[config.mk]
export PLATFORM = sky130hd
export DESIGN_NAME = quad_encoder_reader
export DESIGN_NICKNAME = d
export VERILOG_FILES = /design/src/rtl/quad_encoder_reader.sv
export SDC_FILE = /design/constraint.sdc
export NUM_CORES = 1
export LEC_CHECK = 0
export CORE_MARGIN = 4
export CORE_UTILIZATION = 62
export CTS_CLUSTER_DIAMETER = 200
export CTS_CLUSTER_SIZE = 28
export DETAILED_ROUTE_END_ITERATION = 7
export GPL_TIMING_DRIVEN = 0
export PLACE_DENSITY = 0.85
export SYNTH_ARGS = -nofsm -noshare
export SYNTH_HDL_FRONTEND = slang
export SYNTH_SLANG_ARGS = --single-unit
[constraint.sdc]
create_clock -name clk -period 8.7 [get_ports clk]
set_input_delay 1.305 -clock clk [delete_from_list [all_inputs] [get_ports clk]]
set_output_delay 1.305 -clock clk [all_outputs]
set_load 0.1 [all_outputs]
[src/rtl/quad_encoder_reader.sv]
// quad_encoder_reader
// Decodes one motor's quadrature A/B pair into a signed position count, a
// per-window speed sample and a direction flag. Channel inputs are
// asynchronous: they pass through a two-flop synchroniser and a stability
// filter before the decode register sees them.
//
// state | meaning
// ------+---------------------------------------------------------------
// PRIME | waiting for the first filtered A/B value; it is loaded silently
// RUN   | every filtered A/B change is decoded into a step or an error
module quad_encoder_reader #(
    parameter int FILTER_LEN    = 4,
    parameter int POS_WIDTH     = 32,
    parameter int SPEED_WIDTH   = 16,
    parameter int SAMPLE_CYCLES = 1000000
) (
    input  logic                          clk,
    input  logic                          reset,
    input  logic                          enc_a,
    input  logic                          enc_b,
    input  logic                          invert_dir,
    input  logic                          clear_pos,
    output logic signed [POS_WIDTH-1:0]   position,
    output logic signed [SPEED_WIDTH-1:0] speed,
    output logic                          speed_valid,
    output logic                          dir,
    output logic [7:0]                    err_count
);

    localparam int STAB_W = $clog2(FILTER_LEN + 1);
    localparam int WIN_W  = $clog2(SAMPLE_CYCLES);

    localparam logic [STAB_W-1:0] STAB_LAST = STAB_W'(FILTER_LEN - 1);
    localparam logic [WIN_W-1:0]  WIN_LAST  = WIN_W'(SAMPLE_CYCLES - 1);

    localparam logic signed [SPEED_WIDTH:0] ACC_MAX = {2'b00, {(SPEED_WIDTH-1){1'b1}}};
    localparam logic signed [SPEED_WIDTH:0] ACC_MIN = -ACC_MAX;

    typedef enum logic {
        PRIME = 1'b0,
        RUN   = 1'b1
    } state_t;

    state_t state;

    logic a_meta, a_sync, b_meta, b_sync;
    logic [1:0] synced;

    logic [1:0]        cand;
    logic [1:0]        filt;
    logic [1:0]        filt_old;
    logic              filt_vld;
    logic [STAB_W-1:0] stab_cnt;
    logic [STAB_W-1:0] stab_next;
    logic              accept;

    logic              fwd, rev, illegal;
    logic              step_en;
    logic              step_up;
    logic              err_ev;
    logic signed [1:0] step;

    logic [WIN_W-1:0]              win_cnt;
    logic signed [SPEED_WIDTH-1:0] acc;
    logic signed [SPEED_WIDTH:0]   acc_sum;
    logic signed [SPEED_WIDTH:0]   acc_clamp;
    logic signed [SPEED_WIDTH-1:0] acc_sat;

    assign synced = {a_sync, b_sync};

    // Two-flop synchroniser on each asynchronous encoder channel.
    always_ff @(posedge clk) begin
        if (reset) begin
            a_meta <= 1'b0;
            a_sync <= 1'b0;
            b_meta <= 1'b0;
            b_sync <= 1'b0;
        end else begin
            a_meta <= enc_a;
            a_sync <= a_meta;
            b_meta <= enc_b;
            b_sync <= b_meta;
        end
    end

    // Stability count for the current candidate; accept on the FILTER_LEN-th sample.
    always_comb begin
        stab_next = '0;
        if (synced == cand) begin
            stab_next = stab_cnt + STAB_W'(1);
        end
        accept = (synced != filt) && (stab_next == STAB_LAST);
    end

    // Filter register: filt only moves once a new value has held long enough.
    always_ff @(posedge clk) begin
        if (reset) begin
            cand     <= 2'b00;
            filt     <= 2'b00;
            filt_old <= 2'b00;
            filt_vld <= 1'b0;
            stab_cnt <= '0;
        end else begin
            cand     <= synced;
            filt_vld <= accept;
            if (accept) begin
                filt     <= synced;
                filt_old <= filt;
                stab_cnt <= '0;
            end else if (synced == filt) begin
                stab_cnt <= '0;
            end else begin
                stab_cnt <= stab_next;
            end
        end
    end

    // Classify the last accepted transition and form the signed step.
    always_comb begin
        fwd     = 1'b0;
        rev     = 1'b0;
        illegal = 1'b0;
        case ({filt_old, filt})
            4'b00_01, 4'b01_11, 4'b11_10, 4'b10_00: fwd     = 1'b1;
            4'b00_10, 4'b10_11, 4'b11_01, 4'b01_00: rev     = 1'b1;
            4'b00_11, 4'b11_00, 4'b01_10, 4'b10_01: illegal = 1'b1;
            default: ;
        endcase
        step_en = filt_vld && (state == RUN) && (fwd || rev);
        err_ev  = filt_vld && (state == RUN) && illegal;
        step_up = fwd ^ invert_dir;
        step    = 2'sb00;
        if (step_en) begin
            step = step_up ? 2'sb01 : 2'sb11;
        end
    end

    // Decode FSM: priming, position accumulation, direction and error count.
    always_ff @(posedge clk) begin
        if (reset) begin
            state     <= PRIME;
            position  <= '0;
            dir       <= 1'b0;
            err_count <= 8'd0;
        end else begin
            case (state)
                PRIME: if (filt_vld) state <= RUN;
                RUN:   state <= RUN;
                default: state <= PRIME;
            endcase
            // Clear wins over the old value but not over a same-cycle step.
            if (clear_pos) begin
                position <= {{(POS_WIDTH-2){step[1]}}, step};
            end else begin
                position <= position + {{(POS_WIDTH-2){step[1]}}, step};
            end
            if (step_en) begin
                dir <= step_up;
            end
            if (err_ev && (err_count != 8'hFF)) begin
                err_count <= err_count + 8'd1;
            end
        end
    end

    // Saturating window accumulator including the step of the current cycle.
    always_comb begin
        acc_sum   = {acc[SPEED_WIDTH-1], acc} + {{(SPEED_WIDTH-1){step[1]}}, step};
        acc_clamp = acc_sum;
        if (acc_sum > ACC_MAX) begin
            acc_clamp = ACC_MAX;
        end else if (acc_sum < ACC_MIN) begin
            acc_clamp = ACC_MIN;
        end
        acc_sat = acc_clamp[SPEED_WIDTH-1:0];
    end

    // Speed window: publish the closing window (terminal-cycle step included) and restart.
    always_ff @(posedge clk) begin
        if (reset) begin
            win_cnt     <= '0;
            acc         <= '0;
            speed       <= '0;
            speed_valid <= 1'b0;
        end else begin
            speed_valid <= 1'b0;
            if (win_cnt == WIN_LAST) begin
                win_cnt     <= '0;
                acc         <= '0;
                speed       <= acc_sat;
                speed_valid <= 1'b1;
            end else begin
                win_cnt <= win_cnt + WIN_W'(1);
                acc     <= acc_sat;
            end
        end
    end

endmodule

Word-level counts from Yosys, hierarchy flattened --
Cells that the tools add are included. W data, S select, Z words.
Word-level totals: register bits after elaboration 109, output and inout port bits 58, word-level logic and storage cells 67
Cells by class: add/subtract/negate cells 5, $lt $le $gt $ge 2, equal/unequal tests 18, muxes and demuxes 12, bitwise operators 2, reduce and logical (&&, ||, !) cells 11
Operators by type and width (number):
- $add A32 B32 Y32 | 1
- $mux W16 | 2
- $mux W32 | 1
- $eq A4 B4 Y1 const B | 6
- $add A20 B1 Y20 const B | 1
- $eq A20 B20 Y1 const B | 1
- $add A16 B2 Y17 | 1
- $gt A17 B16 Y1 const B | 1
- $lt A17 B16 Y1 const B | 1
- $eq A4 B3 Y1 const B | 3
- $reduce_or A4 Y1 | 3
- $add A8 B1 Y8 const B | 1
- $eq A4 B2 Y1 const B | 2
- $ne A8 B8 Y1 const B | 1
- $logic_and A1 B1 Y1 | 5
- $mux W1 | 5
- $eq A2 B2 Y1 | 2
- $eq A4 B1 Y1 const B | 1
- $mux W2 | 2
- $add A3 B1 Y3 const B | 1
- $eq A3 B2 Y1 const B | 1
- $mux W3 | 1
- $reduce_or A3 Y1 | 1
- $ne A2 B2 Y1 | 1
- other kinds (5) | 5

Logic depth before layout (Yosys ltp) --
Gate-level depths: netlist (run 1).
depth in word-level cells 10, gate-level depth with buffers 18

Worst setup path before layout (run 1) --
Ideal clock, no wire load.
kind input to register, start input port invert_dir, end register speed[12], data arrival time 6.213 ns, data required time 8.571 ns, setup slack 2.358 ns, stages 15, buffers on the path 2, cell sequence nor2_1 -> a21oi_1 -> nor2_1 -> ha_1 -> a211o_1 -> a211o_1 -> a211oi_2 -> or2_2 -> xnor2_1 -> or4_1 -> or4_1 -> clkbuf_1 -> nand2_1 -> buf_4 -> o31ai_1
On the way: word-level cells in the longest chain between the ends 7, elaborated cells on any way between the ends 8
Ends and longest elaborated chain:
- start: declaration | line 21 | input logic invert_dir,
- $xor A1 B1 Y1 (*) | line 131 | step_up = fwd ^ invert_dir;
- $mux W2 (*) | line 134 | step = step_up ? 2'sb01 : 2'sb11;
- $mux W2 (*) | line 133 | if (step_en) begin
- $add A16 B2 Y17 (*) | line 168 | acc_sum = {acc[SPEED_WIDTH-1], acc} + {{(SPEED_WIDTH-1){step[1]}}, step};
- $lt A17 B16 Y1 | line 172 | end else if (acc_sum < ACC_MIN) begin
- $mux W16 | line 172
- $mux W16 (*) | line 170 | if (acc_sum > ACC_MAX) begin
- end signal: assignment | line 190 | speed <= acc_sat;
- end: declaration | line 24 | output logic signed [SPEED_WIDTH-1:0] speed,
Mark *: on every way between the ends. The rest lies on a longest branch, timed or not. A chain may end at the register's enable or synchronous reset.

Worst setup path in the final report (run 1) --
start input port invert_dir, end register speed[7]
Same word-level chain as after synthesis.

==> impl_results.md, run 1 <==
* Outcome: completed
* Post-Synthesis Cells at 729
* Num Clock Sinks at 109
* Slew at the pin with the worst max-slew slack at 1.21 ns
* Post-synth net total at 787
* Share of the synthesized area in the top cell type at 0.352
* Worst Skew at 0.0137 ns
* DRT antenna net count at 0
* Number of stages on the worst hold path at 1
* First-pass GRT wire length at 24.8 mm
* Port Buf Inserts at 62
* Largest net degree at the start of global routing at 34
* CTS clock-pin slew for the worst setup and hold paths at 0.12 ns
* Max rail drop VDD at 145 uV
* Max-slew violations at 0
* Cell taking the most area after synthesis: dfxtp_1
* Congestion Overflow GR at 0
* Final HPWL DP at 10.8 mm
* Worst skew pair latency at 0.40 ns
* Flops & latches, synth at 109
* Row count at 36
* Worst R2R Start: filt[1]$_SDFFE_PP0P_
* Critical path class: input port to register
* Layout filler cell count at 732
* Post-CTS setup buffers at 0
* Starting density of the core at 0.637
* Vias/cell at 5.99
* CP Cell Sequence: clkdlybuf4s50_1 > nor2_1 > a21oi_1 > nor2_4 > buf_12 > ha_1 > o21a_1 > a211o_1 > a21oi_1 > o21ai_1 > a21o_1 > a211oi_1 > nor2_1 > clkbuf_1 > a311oi_1 > nor3_1
* Fin crit share at 0.637
* Dpl ws at 2.81 ns
* F_max at 180 MHz
* Crit path required time at 8.97 ns
* Vias in the first global route at 5471
* Arr. time, crit path at 5.81 ns
* Layout cell share with drive strength beyond 1 at 0.0371
* Tmin final at 5.54 ns
* Die height at 108 um
* Final GP Congestion at 0.884
* Synth Area per Inst at 8.50 sq um
* # diodes at 0
* Pre-Repair DR Iteration Count at 5
* Normalized max-slew margin at 0.184
* Number of distinct library cells after synthesis at 57
* Final net count at 861
* CP Capture Type: register
* Critical Path Source Type: input port
* CTS tree: built
* Post-route DRC violation count at 0
* CTS Hold Bufs at 0
* Slowest cell on the critical path: a211oi_1
* CTS Buf Count at 9
* CP top delay family: compound AO/OA/AOI/OAI gates
* Routed WL at 14.8 mm
* Final WS setup at 3.16 ns
* Seq/Total Area, Yosys at 0.352
* Synth top area cells: dfxtp_1, ha_1, nor2_1
* Routed length per instance at 15.7 um
* Predominant post-synthesis flop cell: dfxtp_1
* Yosys warning count at 0
* FFs w/ async S/R, synth at 0
* Worst r2r path cells at 18
* Detailed Route Iter0 Violations at 376
* Initial antenna violation count at 0
* Clock Path Buffers at 2
* Post-synth EDFFs at 0
* HP Start: a_meta$_SDFF_PP0_
* Fin. Hold Viols at 0
* Cts repair resizes at 0
* Final setup TNS at 0 ns
* Via count at 5633
* H-tree levels at 3
* Synthesized cell area at 6190 sq um
* I/O pins at 64
* PD cells at 121 nW/um^2
* MaxCap Viol Count at 0
* Root Driver: clkbuf_8
* Die area at 11700 sq um
* Final setup viols at 0
* Crit-path max FO at 33
* Core Region at 9730 sq um
* Worst Hold Class: register to register
* Worst Hold Path EP: a_sync$_SDFF_PP0_
* Max incr delay on CP at 0.71 ns
* Unrepaired setup endpoints after global routing: false
* Total track usage at 0.262
* Leakage at 3.02 nW
* Area Growth Syn to Fin at 16.8%
* Die W at 108 um
* R2R Path End: speed[7]$_SDFFE_PP0P_
* Worst path bufs/invs at 3
* Register-to-register setup slack at 3.65 ns
==> placed cells by master, fill, tap and decap left out, drive strengths merged, types with 4 or more instances in the layout <==
cell type      Yosys  layout
a211o              4       4
a211oi            10      10
a21o              20      20
a21oi             52      52
a311oi             9       9
a31oi              5       5
and2               7       7
and3              14      14
clkbuf            27      36
clkdlybuf4s50      0      62
dfxtp            109     109
ha                50      50
inv               15      19
mux2i             10      10
nand2             44      44
nand2b            14      14
nand3             20      20
nand4              9       9
nor2              88      88
nor2b             14      14
nor3              25      25
nor3b             11      11
o211ai             4       4
o21a              13      13
o21ai             36      36
o31ai              7       7
or2                6       6
or3                5       5
xnor2             30      30
xor2              31      31
==> through the flow <==
| stage | hold WS, ns | std cells | utilization | power (mW) | instance area (sq um) |
|---|---|---|---|---|---|
| 2_1_floorplan | 0.414 | 729 | - | 0.536 | 6190 |
| 3_3_place_gp | 0.418 | 924 | 0.718 | 0.546 | 6980 |
| 6_report | 0.450 | 941 | 0.743 | 0.874 | 7230 |
| 3_5_place_dp | 0.424 | 925 | 0.720 | 0.547 | 7010 |
| 5_1_grt | 0.482 | 941 | 0.743 | 0.905 | 7230 |
| 4_1_cts | 0.453 | 941 | 0.743 | 0.882 | 7230 |
==> how the worst max path moves through the flow <==
stage,endpoint,cells after the start,from,slack [ns]
after floorplan,speed[12]$_SDFFE_PP0P_,15,invert_dir,2.36
after global placement,speed[6]$_SDFFE_PP0P_,15,invert_dir,0.49
after detailed placement,speed[7]$_SDFFE_PP0P_,16,invert_dir,2.81
after CTS,speed[7]$_SDFFE_PP0P_,16,invert_dir,3.20
after global routing,speed[7]$_SDFFE_PP0P_,16,invert_dir,2.81
final,speed[7]$_SDFFE_PP0P_,16,invert_dir,3.16
==> registers in the layout (all words and copies together), names as in the netlist <==
signal / count
filt_vld: 1
dir: 1
cand: 2
speed_valid: 1
filt_old: 2
filt: 2
stab_cnt: 3
speed: 16
win_cnt: 20
a_meta: 1
position: 32
acc: 16
err_count: 8
b_sync: 1
state: 1
b_meta: 1
a_sync: 1
==> cells by family after synthesis <==
group,count (synthesis),synth area share
mux,10,0.0162
flops,109,0.352
simple gates,269,0.215
fa+ha+maj,54,0.111
buf+inv,43,0.0267
xor+xnor,61,0.0862
compound gates,183,0.193
==> power breakdown <==
group / switching, mW / internal, mW / total, mW
clock network: 0.195 / 0.143 / 0.338
logic: 0.0206 / 0.0106 / 0.0313
registers: 0.00225 / 0.502 / 0.505
total: 0.218 / 0.656 / 0.874
==> routing by layer <==
layer  vias to the layer above  GRT usage  routed length [um]
met5                         -          0                   0
met4                         0     0.0803                 225
met3                        21     0.0579                 760
met2                       159      0.466                7300
met1                      2683      0.315                6520
li1                       2770          -                   -
==> cell usage after synthesis (4+ instances only) <==
library cell and number:
a211o_1 4, a211oi_1 8, a21o_1 20, a21oi_1 52, a311oi_1 9, a31oi_1 5, and2_1 7, and3_1 14
clkbuf_1 27, dfxtp_1 109, ha_1 50, inv_1 14, mux2i_1 10, nand2_1 44, nand2b_1 14, nand3_1 20
nand4_1 9, nor2_1 88, nor2b_1 14, nor3_1 25, nor3b_1 11, o211ai_1 4, o21a_1 13, o21ai_0 25
o21ai_1 11, o31ai_1 7, or2_2 5, or3_1 5, xnor2_1 30, xor2_1 31
==> cell type report <==
class / count / area [sq um] / share of cell area
Multi-Input combinational cell: 577 / 3850 / 0.533
Sequential cell: 109 / 2180 / 0.302
Timing Repair Buffer: 63 / 641 / 0.0886
Tap cell: 133 / 166 / 0.0230
Clock buffer: 9 / 124 / 0.0171
Buffer: 28 / 109 / 0.0150
Clock inverter: 7 / 100 / 0.0138
Inverter: 15 / 56.3 / 0.00778
Note: power is estimated with default switching activity, not from simulation.
==> inputs of run 2 (changes only) <==
--- a/config.mk
+++ b/config.mk
@@ -6,12 +6,12 @@
 export NUM_CORES = 1
 export LEC_CHECK = 0
 export CORE_MARGIN = 4
-export CORE_UTILIZATION = 62
+export CORE_UTILIZATION = 52
 export CTS_CLUSTER_DIAMETER = 200
 export CTS_CLUSTER_SIZE = 28
 export DETAILED_ROUTE_END_ITERATION = 7
 export GPL_TIMING_DRIVEN = 0
-export PLACE_DENSITY = 0.85
+export PLACE_DENSITY = 0.76
 export SYNTH_ARGS = -nofsm -noshare
 export SYNTH_HDL_FRONTEND = slang
 export SYNTH_SLANG_ARGS = --single-unit
==> constraint.sdc (replaced) <==
create_clock -name clk -period 4.65 [get_ports clk]
set_input_delay 0.6975 -clock clk [delete_from_list [all_inputs] [get_ports clk]]
set_output_delay 0.6975 -clock clk [all_outputs]
set_load 0.1 [all_outputs]
==> run 2 against run 1 <==
Effect of this change:
- sequential power increased by 87%
- register-to-register slack worse by 3.4 ns
- critical path type is now register to register
- die area grew 18%
- critical endpoint is now speed[2]$_SDFFE_PP0P_
- highest routed layer unchanged
- flip-flop and latch count did not move
- utilization fell by 9.3 points
- via count decreased by 0.37%
==> impl_results.md, run 2 (synthesis results as in run 1) <==
* Die area at 13700 sq um
* Vias in the first global route at 5479
* Switch share at 0.223
* Gate power share at 0.032
* Commonest cells after routing, fill and taps aside: dfxtp_1, nor2_1, clkdlybuf4s50_1
* Worst Hold Path EP: b_sync$_SDFF_PP0_
* Final HPWL DP at 10.9 mm
* Met1 usage at 0.291
* Crit path required time at 4.87 ns
* Commonest non-fill, non-tap cell in the layout: dfxtp_1
* Fin area at 7490 sq um
* Largest regs: position (32), win_cnt (20)
* PD cells at 247 nW/um^2
* CP Capture Type: register
* Worst Hold Class: register to register
* Post-route DRC violation count at 0
* CTS Hold Bufs at 0
* Normalized max-slew margin at 0.270
* Pre-Repair DR Iteration Count at 5
* CTS clock-pin slew for the worst setup and hold paths at 0.07 ns
* CTS Buf Count at 9
* Core Region at 11500 sq um
* Most flop-heavy register: position
* Area post-placement at 7000 sq um
* # diodes at 0
* Worst Skew at 0.00642 ns
* Max-slew violations at 0
* Root Driver: clkbuf_16
* Critical path class: register to register
* CTS tree: built
* Final setup viols at 0
* Max reg flops at 32
* Outcome: completed
* HP Start: b_meta$_SDFF_PP0_
* Initial antenna violation count at 0
* MaxCap Viol Count at 0
* Die W at 117 um
* Routed WL at 15.5 mm
* Register-to-register setup slack at 0.27 ns
* Port Buf Inserts at 62
* Number of stages on the worst hold path at 1
* Congestion Overflow GR at 0
* Met3 Track Usage GR at 0.0514
* Met2 track demand over resource at 0.396
* Critical Path Source Type: register
* H-tree levels at 3
* Largest net degree at the start of global routing at 26
* First-pass GRT wire length at 25.6 mm
* Max rail drop VDD at 322 uV
* Arr. time, crit path at 4.60 ns
* Tmin final at 4.38 ns
* Die height at 117 um
* Vias/cell at 5.87
* Final Power at 1.85 mW
* Flop pwr share at 0.509
* I/O pins at 64
* Leakage at 3.12 nW
* Detailed Route Iter0 Violations at 403
* Placed cell count at 934
* Gr busiest metal: met2
* Clock network fraction of total power at 0.458
* Clock Path Buffers at 2
* Layout cell share with drive strength beyond 1 at 0.0664
* P_int at 1.44 mW
* Slew at the pin with the worst max-slew slack at 1.08 ns
* Switch Pwr at 0.414 mW
* Fin. Hold Viols at 0
* Worst r2r path cells at 16
* Starting density of the core at 0.538
* Row count at 39
* Num Clock Sinks at 109
* Unrepaired setup endpoints after global routing: false
* F_max at 228 MHz
* Final net count at 866
* DRT antenna net count at 0
* Fin crit share at 0.943
* Area Growth Syn to Fin at 21.0%
* Worst skew pair latency at 0.36 ns
* Total track usage at 0.233
* Layout filler cell count at 960
* Final GP Congestion at 0.838
* Final Non-Filler Cells at 956
* Crit-path max FO at 6
* Worst R2R Start: filt[0]$_SDFFE_PP0P_
* Routed length per instance at 16.2 um
* R2R Path End: speed[2]$_SDFFE_PP0P_
* Via count at 5612
-- run 2: final cells by class --
cell class,instances,area [sq um],area share
clock buffer,9,225,0.0301
sequential,109,2180,0.291
clock inverter,7,104,0.0139
inverter,15,56.3,0.00751
buffer,25,103,0.0137
timing repair buffer,68,681,0.0908
tap,143,179,0.0239
multi-input combinational,580,3960,0.529
-- run 2: worst max-delay path by stage --
stage | slack [ns] | start | depth (start not counted) | to
after detailed placement | -1.14 | invert_dir | 14 | speed[0]$_SDFFE_PP0P_
after CTS | -0.03 | filt[1]$_SDFFE_PP0P_ | 15 | position[31]$_SDFF_PP0_
after global routing | 0.04 | filt[0]$_SDFFE_PP0P_ | 16 | position[31]$_SDFF_PP0_
after global placement | -1.06 | invert_dir | 14 | speed[0]$_SDFFE_PP0P_
final | 0.27 | filt[0]$_SDFFE_PP0P_ | 16 | speed[2]$_SDFFE_PP0P_
after floorplan | 0.11 | filt[1]$_SDFFE_PP0P_ | 18 | speed[12]$_SDFFE_PP0P_
-- run 2: repair_timing --
item | in CTS | in global routing
endpoints found under the hold margin | 0 | 0
gates cloned | 2 | 1
pin swaps | 1 | 2
buffers inserted | 4 | 2
resized for setup | 5 | 17
endpoints found under the setup margin | 37 | 30
-- run 2: routing by layer --
metal,share of wire,up-vias
li1,-,2786
met1,0.44,2652
met2,0.49,143
met3,0.047,31
met4,0.022,0
met5,0,-
-- run 2: power groups by stage --
| stage | registers, mW | clock network [mW] | logic (mW) |
|---|---|---|---|
| floorplan | 0.965 | 0 | 0.0389 |
| global placement | 0.965 | 0 | 0.0563 |
| detailed placement | 0.966 | 0 | 0.0587 |
| CTS | 0.944 | 0.867 | 0.0600 |
| global route | 0.945 | 0.900 | 0.0675 |
| finish | 0.944 | 0.850 | 0.0599 |
-- run 2: critical path: stages (launching register included) --
cell and delay [ns]:
dfxtp_1 0.45, xnor2_1 0.17, nand2_1 0.11, nor2_1 0.18, a21oi_4 0.09, nor2_4 0.16
buf_12 0.13, ha_1 0.23, a211o_1 0.30, a211o_1 0.31, a211oi_2 0.29, or2_2 0.18
xnor2_1 0.12, or4_1 0.53, or4_4 0.59, a311oi_2 0.31, nor3_1 0.08
-- run 2: metrics by stage --
step / TNS (ns) / setup slack [ns] / hold slack (ns) / util
3_3_place_gp: -28.41 / -1.06 / 0.426 / 0.608
5_1_grt: 0 / 0.0381 / 0.462 / 0.651
4_1_cts: -0.116 / -0.0288 / 0.451 / 0.644
6_report: 0 / 0.267 / 0.441 / 0.651
3_5_place_dp: -32.07 / -1.14 / 0.427 / 0.608
2_1_floorplan: 0 / 0.109 / 0.414 / -
==> inputs of run 3 (changes only) <==
--- a/config.mk
+++ b/config.mk
@@ -12,6 +12,7 @@
 export DETAILED_ROUTE_END_ITERATION = 7
 export GPL_TIMING_DRIVEN = 0
 export PLACE_DENSITY = 0.76
+export SLEW_MARGIN = 40
 export SYNTH_ARGS = -nofsm -noshare
 export SYNTH_HDL_FRONTEND = slang
 export SYNTH_SLANG_ARGS = --single-unit
==> run 3 against run 2 <==
Effect of this change:
- largest cell class unchanged
- wire length down 3.2%
- die area did not move
- clock skew is 0.0065 ns higher
- critical path depth is the same
- worst setup slack worse by 0.12 ns
- first-iteration DRC count rose by 38%
- cell area fell by 5.1%
- global-route usage fell by 0.54 points
- combinational power shrank 2%
- largest power group unchanged
- cell count down 0.52%
==> impl_results.md, run 3 (synthesis results as in run 1) <==
* Max incr delay on CP at 0.59 ns
* Fin util at 0.617
* Crit path required time at 4.88 ns
* Vias/cell at 5.85
* Critical Path Source Type: input port
* Via count at 5568
* Slew at the pin with the worst max-slew slack at 0.729 ns
* Arr. time, crit path at 4.73 ns
* CP Capture Type: register
* Worst skew pair latency at 0.36 ns
* Root Driver: clkbuf_16
* Most flop-heavy register: position
* Vias in the first global route at 5404
* CTS Hold Bufs at 0
* Pre-Repair DR Iteration Count at 5
* Initial antenna violation count at 0
* DRT antenna net count at 0
* Fin area at 7110 sq um
* Final setup viols at 0
* First-pass GRT wire length at 25.2 mm
* Max rail drop VDD at 304 uV
* Num Clock Sinks at 109
* Layout cell share with drive strength beyond 1 at 0.134
* Final HPWL DP at 11.0 mm
* Routed length per instance at 15.8 um
* Total track usage at 0.228
* Leakage at 3.21 nW
* Commonest non-fill, non-tap cell in the layout: dfxtp_1
* Row count at 39
* Largest regs: position (32), win_cnt (20)
* Fin crit share at 0.969
* I/O pins at 64
* Die height at 117 um
* Area Growth Syn to Fin at 14.8%
* CTS clock-pin slew for the worst setup and hold paths at 0.08 ns
* FF+latch area at 2180 sq um
* H-tree levels at 3
* Final GP Congestion at 0.838
* Area post-placement at 6770 sq um
* # diodes at 0
* Routed WL at 15.0 mm
* MaxCap Viol Count at 0
* Unrepaired setup endpoints after global routing: false
* Worst Skew at 0.0129 ns
* Commonest cells after routing, fill and taps aside: dfxtp_1, nor2_1, buf_2
* Clock Path Buffers at 2
* Normalized max-slew margin at 0.513
* Die W at 117 um
* Post-route DRC violation count at 0
* Largest net degree at the start of global routing at 23
* Slowest cell on the critical path: or4_4
* Fin. Hold Viols at 0
* F_max at 222 MHz
* Detailed Route Iter0 Violations at 555
* Max reg flops at 32
* Starting density of the core at 0.538
* Top cell by count, worst path: a211o_1
* PD cells at 245 nW/um^2
* Core Region at 11500 sq um
* Final Power at 1.74 mW
* Congestion Overflow GR at 0
* CTS tree: built
* Multi-input logic area at 3930 sq um
* Critical path class: input port to register
* Tmin final at 4.51 ns
* CP Cell Sequence: clkdlybuf4s50_1 > nor2_1 > a21oi_2 > nor2_4 > buf_16 > ha_1 > a211o_1 > a211o_1 > a211oi_2 > or2_2 > xnor2_1 > or4_1 > or4_4 > nand2_2 > buf_4 > nor3_1
* Final net count at 861
* Layout filler cell count at 1009
* Port Buf Inserts at 62
* Outcome: completed
* Max-slew violations at 0
* Worst Hold Class: register to register
* Crit-path max FO at 37
* CTS Buf Count at 9
* Die area at 13700 sq um
-- run 3: cell types whose count changed in the layout (fill, tap and decap cells not counted), moves of 2 or more --
cell             change
buf_2               +58
clkdlybuf4s50_1     -57
nor2_4               -2
bufinv_16            -2
-- run 3: path summary, 6_finish.rpt --
check / from / endpoint / slack (ns) / depth (start not counted)
hold / removal: b_meta$_SDFF_PP0_ / b_sync$_SDFF_PP0_ / 0.44 / 1
hold reg to reg: b_meta$_SDFF_PP0_ / b_sync$_SDFF_PP0_ / 0.44 / 1
setup / recovery: invert_dir / acc[7]$_SDFF_PP0_ / 0.14 / 16
setup reg to reg: filt_old[0]$_SDFFE_PP0P_ / acc[7]$_SDFF_PP0_ / 0.27 / 17
-- run 3: critical path: cells and delay by family --
family	cells	cell delay (ns)
adders and majority gates	1	0.28
AOI/OAI and AO/OA	4	0.93
and+or+nand+nor	7	1.83
buffers and inverters	3	0.87
xor gates and xnor gates	1	0.11
-- run 3: what timing repair did --
action | 4_1_cts | 5_1_grt
gates resized for setup | 7 | 10
pin swaps | 2 | 1
buffers inserted | 2 | 1
endpoints found under the setup margin | 24 | 24
-- run 3: area by class of cell --
class | count | share of cell area
plain buffers | 25 | 0.0139
clock buffers | 9 | 0.0317
clock inverters | 7 | 0.00792
inverters | 15 | 0.00792
multi-input cells | 577 | 0.553
flip-flops and latches | 109 | 0.307
well taps | 143 | 0.0252
repair buffers | 66 | 0.0535
-- run 3: power breakdown --
part	total [mW]	switching [mW]	leakage [nW]	internal, mW
sequential	0.944	0.00450	0.881	0.939
combinational	0.0590	0.0389	2.19	0.0201
clock	0.742	0.371	0.136	0.371
total	1.74	0.414	3.21	1.33
-- run 3: routing by layer --
layer,up-vias,GRT usage,part of all wire
met5,-,0,0
met4,0,0.0612,0.011
met3,16,0.0571,0.057
met2,167,0.389,0.49
met1,2624,0.286,0.45
li1,2761,-,-
-- run 3: metrics by stage --
stage	setup TNS (ns)	hold slack (ns)	instances	worst slack, ns
floorplan	0	0.414	729	0.109
global placement	-28.41	0.426	934	-1.06
detailed placement	-16.23	0.427	936	-0.777
CTS	0	0.450	951	0.0184
global route	0	0.463	951	0.00562
finish	0	0.442	951	0.143
